<file path="config.mk">
export PLATFORM = sky130hd
export DESIGN_NAME = block_accumulator
export DESIGN_NICKNAME = d
export VERILOG_FILES = /design/src/rtl/block_acc_pkg.sv /design/src/rtl/acc_add_sat.sv /design/src/rtl/block_accumulator.sv
export SDC_FILE = /design/constraint.sdc
export NUM_CORES = 1
export LEC_CHECK = 0
export ABC_AREA = 1
export CORE_MARGIN = 4
export CORE_UTILIZATION = 53
export DETAILED_ROUTE_END_ITERATION = 10
export PLACE_DENSITY = 0.76
export SLEW_MARGIN = 20
export SYNTH_ARGS = -nofsm -noshare
export SYNTH_HDL_FRONTEND = slang
export SYNTH_SLANG_ARGS = --single-unit
export TNS_END_PERCENT = 10
</file>
<file path="constraint.sdc">
create_clock -name clk -period 2.35 [get_ports clk]
set_clock_uncertainty 0.15 [all_clocks]
set_input_delay 0.47 -clock clk [delete_from_list [all_inputs] [get_ports clk]]
set_output_delay 0.47 -clock clk [all_outputs]
set_load 0.02 [all_outputs]
</file>
<file path="src/rtl/block_acc_pkg.sv">
// Shared types and default parameters for the block accumulator.
package block_acc_pkg;

  typedef enum logic [1:0] {
    StIdle  = 2'd0,
    StAccum = 2'd1,
    StHold  = 2'd2
  } acc_state_e;

  localparam int unsigned DefDataW    = 8;
  localparam int unsigned DefSumW     = 10;
  localparam int unsigned DefBlockLen = 8;

  // Wide enough for the largest legal block length (255).
  localparam int unsigned CntW = 8;

endpackage

</file>
<file path="src/rtl/acc_add_sat.sv">
// Combinational accumulator adder with overflow detect.
// Define ACC_SATURATE_EN to clamp at the maximum instead of wrapping.
module acc_add_sat
  import block_acc_pkg::*;
#(
  parameter int unsigned DATA_W = DefDataW,
  parameter int unsigned SUM_W  = DefSumW
) (
  input  logic [SUM_W-1:0]  sum_in,
  input  logic [DATA_W-1:0] data_in,
  output logic [SUM_W-1:0]  sum_out,
  output logic              ovf_out
);

  logic [SUM_W:0] full;

  always_comb begin
    full    = {1'b0, sum_in} + (SUM_W+1)'(data_in);
    ovf_out = full[SUM_W];
`ifdef ACC_SATURATE_EN
    // A clamped sum plus any nonzero sample overflows again, so it stays clamped.
    sum_out = ovf_out ? {SUM_W{1'b1}} : full[SUM_W-1:0];
`else
    sum_out = full[SUM_W-1:0];
`endif
  end

endmodule

</file>
<file path="src/rtl/block_accumulator.sv">
// Sums BLOCK_LEN unsigned samples and presents the result over a valid/ready handshake.
// Saturating vs. wrapping accumulation is selected by ACC_SATURATE_EN (see acc_add_sat).
module block_accumulator
  import block_acc_pkg::*;
#(
  parameter int unsigned DATA_W    = DefDataW,
  parameter int unsigned SUM_W     = DefSumW,
  parameter int unsigned BLOCK_LEN = DefBlockLen
) (
  input  logic              clk,
  input  logic              rst_n,
  input  logic              in_valid,
  output logic              in_ready,
  input  logic [DATA_W-1:0] in_data,
  output logic              out_valid,
  input  logic              out_ready,
  output logic [SUM_W-1:0]  out_sum,
  output logic              out_overflow
);

  acc_state_e       state_q, state_d;
  logic [SUM_W-1:0] sum_q, sum_d;
  logic [CntW-1:0]  count_q, count_d;
  logic             ovf_q, ovf_d;

  logic             accept;
  logic [SUM_W-1:0] add_sum;
  logic             add_ovf;

  acc_add_sat #(
    .DATA_W (DATA_W),
    .SUM_W  (SUM_W)
  ) u_add (
    .sum_in  (sum_q),
    .data_in (in_data),
    .sum_out (add_sum),
    .ovf_out (add_ovf)
  );

  // Handshake outputs are pure functions of state: no combinational in->out paths.
  assign in_ready     = (state_q != StHold);
  assign out_valid    = (state_q == StHold);
  assign out_sum      = out_valid ? sum_q : '0;
  assign out_overflow = out_valid & ovf_q;
  assign accept       = in_valid & in_ready;

  always_comb begin
    state_d = state_q;
    sum_d   = sum_q;
    count_d = count_q;
    ovf_d   = ovf_q;
    unique case (state_q)
      StIdle: begin
        if (accept) begin
          sum_d   = SUM_W'(in_data);
          count_d = CntW'(1);
          ovf_d   = 1'b0;
          state_d = (BLOCK_LEN == 1) ? StHold : StAccum;
        end
      end
      StAccum: begin
        if (accept) begin
          sum_d   = add_sum;
          count_d = count_q + CntW'(1);
          ovf_d   = ovf_q | add_ovf;
          if (count_q == CntW'(BLOCK_LEN - 1)) state_d = StHold;
        end
      end
      StHold: begin
        if (out_ready) state_d = StIdle;
      end
      default: state_d = StIdle;
    endcase
  end

  always_ff @(posedge clk or negedge rst_n) begin
    if (!rst_n) begin
      state_q <= StIdle;
      sum_q   <= '0;
      count_q <= '0;
      ovf_q   <= 1'b0;
    end else begin
      state_q <= state_d;
      sum_q   <= sum_d;
      count_q <= count_d;
      ovf_q   <= ovf_d;
    end
  end

endmodule

</file>
==> results.ini <==
[power]
fin_total_pwr_mw = 1.764
vdd_drop_max_uv = 748.4
powerDensity_nw_per_um2 = 959.6
p_leak_nw = 1.032

[yosys]
syn_area_um2 = 1543
synth_compound_area_share_pct = 10.22
synthCells = 228
yosys.area_share.simple_pct = 36.90
synth_top_family_by_area = simple AND/OR/NAND/NOR gates
synthMuxAreaShare_pct = 0
yosysTopAreaCellShare_pct = 34.06
syn_avg_cell_area_um2 = 6.766
syn_nets = 250
synthAdderAreaFrac_pct = 8.597
ys_seq_area_share_pct = 34.06
yosysUniqueCellTypes = 28
yosys-top-cells-area = dfrtp_1 (34%), nand2_1 (15%), nor2_1 (8.0%), nand3_1 (7.8%), ha_1 (7.3%)
synthXorXnorAreaFrac_pct = 0.5677
synth_top_cell_by_area = dfrtp_1
ys_seq_elements = 21
yosys_warnings = 0

[placement]
pre_cts_ws_ps = -10.27
place_congestion = 0.8548
numPortBuffers = 24
hpwl_um = 2481

[grt]
antenna_found_initial = 0
grt_pass1_wl_um = 5775
gr-total-overflow = 0
grt_pass1_vias = 1375
grtUsageTotal_pct = 20.08
grt_max_degree = 22

[clocking]
cts_htree_levels = 1
postCtsHoldBufs = 0
root_buffer = clkbuf_4
cts.sinks = 21
insertion_delay_ps = 330
cts_tree = built
clockBufferDepth = 2
path_clk_slew_ps = 140
post_cts_resized = 13
post_cts_buffers = 0
cts_made_buffers = 3

[sta]
fin_ws_ps = 198.4
min_period_over_period_pct = 91.56
timing.slew.headroom_pct = 66.23
finalHoldViolCount = 0
whs_ps = 314.7
rsz0062_at_grt = false
report.final.slew_viol_count = 0
max_freq_mhz = 464.8
setup_viol = 0
post-route-min-period_ps = 2152
tightest_slew_ps = 506.1

[floorplanning]
ios = 25
die_width_um = 61.95
rows = 19
design.die.area_um2 = 3838
die_h_um = 61.95
start_util_pct = 55.94
core-area_um2 = 2758

[drt]
drtAntennaViolNets = 0
first_pass_iters = 4
routed_wl_um = 3299
avgRoutedWirePerCell_um = 11.49
drt_iter0_drc = 82
drt-vias-per-instance = 5.136
drcViolationCount = 0
vias = 1474

[final_layout]
drive_above_1_share_pct = 7.813
final_nets = 279
multiInputGateArea_um2 = 868.3
diodes = 0
seqCellArea_um2 = 525.5
fillers = 260
area_growth_pct = 19.14

[setup_path]
worstSetupStartpointType = register
cp.arrival_ps = 1530
critPathMaxStageDelay_ps = 630
worstSetupPathType = reg2out
path_delay_family = buffers and inverters
cp-startpoint = state_q[0]$_DFFE_PN0P_
path_cells = nor2_1, clkdlybuf4s50_1
worstPathRequired_ps = 1730
crit_path_end_kind = output pin
critPathMaxFanout = 3
crit_buf_inv = 1
reg2reg_from = sum_q[0]$_DFFE_PN0P_
slowest_stage = clkdlybuf4s50_1

[run]
drv_cap = 0

[outcome]
status = complete, no violations

[worst_hold_path]
hold_path.class = in2async

[final cells by class]
class	instances	share of cell area, %
Multi-Input combinational cell	171	47.24
Sequential cell	21	28.59
Timing Repair Buffer	28	13.89
Inverter	32	6.535
Tap cell	31	2.110
Clock buffer	3	1.225
Clock inverter	1	0.4084
[layout by cell type (no fill, tap or decap)]
cell type	instances
inv_1	29
nor2_1	33
nand3b_1	1
dfrtp_1	21
ha_1	9
a21boi_0	1
nand4_2	1
a31oi_1	3
nand2_1	62
a21o_1	1
inv_2	3
o22ai_1	1
clkinvlp_4	1
fa_1	1
dlygate4sd2_1	12
or2_0	1
nor4_1	1
xor2_1	1
or2_2	5
o21ai_0	9
clkdlybuf4s50_1	12
buf_4	4
clkbuf_4	3
o21bai_1	1
a21oi_1	10
nor2_4	1
nand3_1	24
nor3_1	1
nand2_2	2
o211ai_1	2
[sequential cells by signal, indices dropped and copies added (netlist names)]
register,cells
count_q,8
sum_q,10
ovf_q,1
state_q,2
[worst paths after layout]
kind	end	slack [ps]	cells past startpoint
setup / recovery	out_valid	200	2
hold / removal	sum_q[1]$_DFFE_PN0P_	310	2
setup reg to reg	sum_q[4]$_DFFE_PN0P_	520	8
hold reg to reg	count_q[1]$_DFFE_PN0P_	380	2
max in group asynchronous	count_q[3]$_DFFE_PN0P_	1510	2
min in group clk	count_q[1]$_DFFE_PN0P_	380	2
[metal layers]
layer	vias to the layer above	share of wire [%]	global-route usage (%)
met5	-	0	0
met4	0	1.2	5.758
met3	6	5.6	3.719
met2	29	47	33.28
met1	650	47	26.68
li1	789	-	-
[per-stage QoR]
step           std cells  util, %  instance area (µm²)  setup TNS [ps]
2_1_floorplan        228        -                 1543               0
3_3_place_gp         283    66.11                 1823               0
3_5_place_dp         283    66.11                 1823          -10.27
4_1_cts              287    66.65                 1838               0
5_1_grt              287    66.65                 1838               0
6_report             287    66.65                 1838               0
[cells in the mapped netlist, drive strengths merged]
library cell / n
nand2: 64
nand3: 24
a21oi: 10
a21o: 1
fa: 1
dfrtp: 21
a31oi: 3
buf: 4
ha: 9
nor3: 1
o21bai: 1
nand3b: 1
o21ai: 9
a21boi: 1
or2: 6
o211ai: 2
inv: 32
nor2: 34
xor2: 1
nor4: 1
o22ai: 1
nand4: 1
[where the power goes]
group / total, mW / leakage, nW / internal, mW / switching, mW
Combinational: 0.913 / 0.773 / 0.390 / 0.523
Sequential: 0.655 / 0.245 / 0.510 / 0.145
Clock: 0.196 / 0.0139 / 0.0651 / 0.131
Total: 1.76 / 1.03 / 0.965 / 0.798
[kinds of logic (layout without fill, tap and decap cells)]
group                      Yosys count  in the layout
AOI/OAI and AO/OA                   28             28
xor gates and xnor gates             1              1
adders and majority gates           10             10
buffers and inverters               36             64
DFF                                 21             21
and+or+nand+nor                    132            132
(Power assumes the default switching activity.)
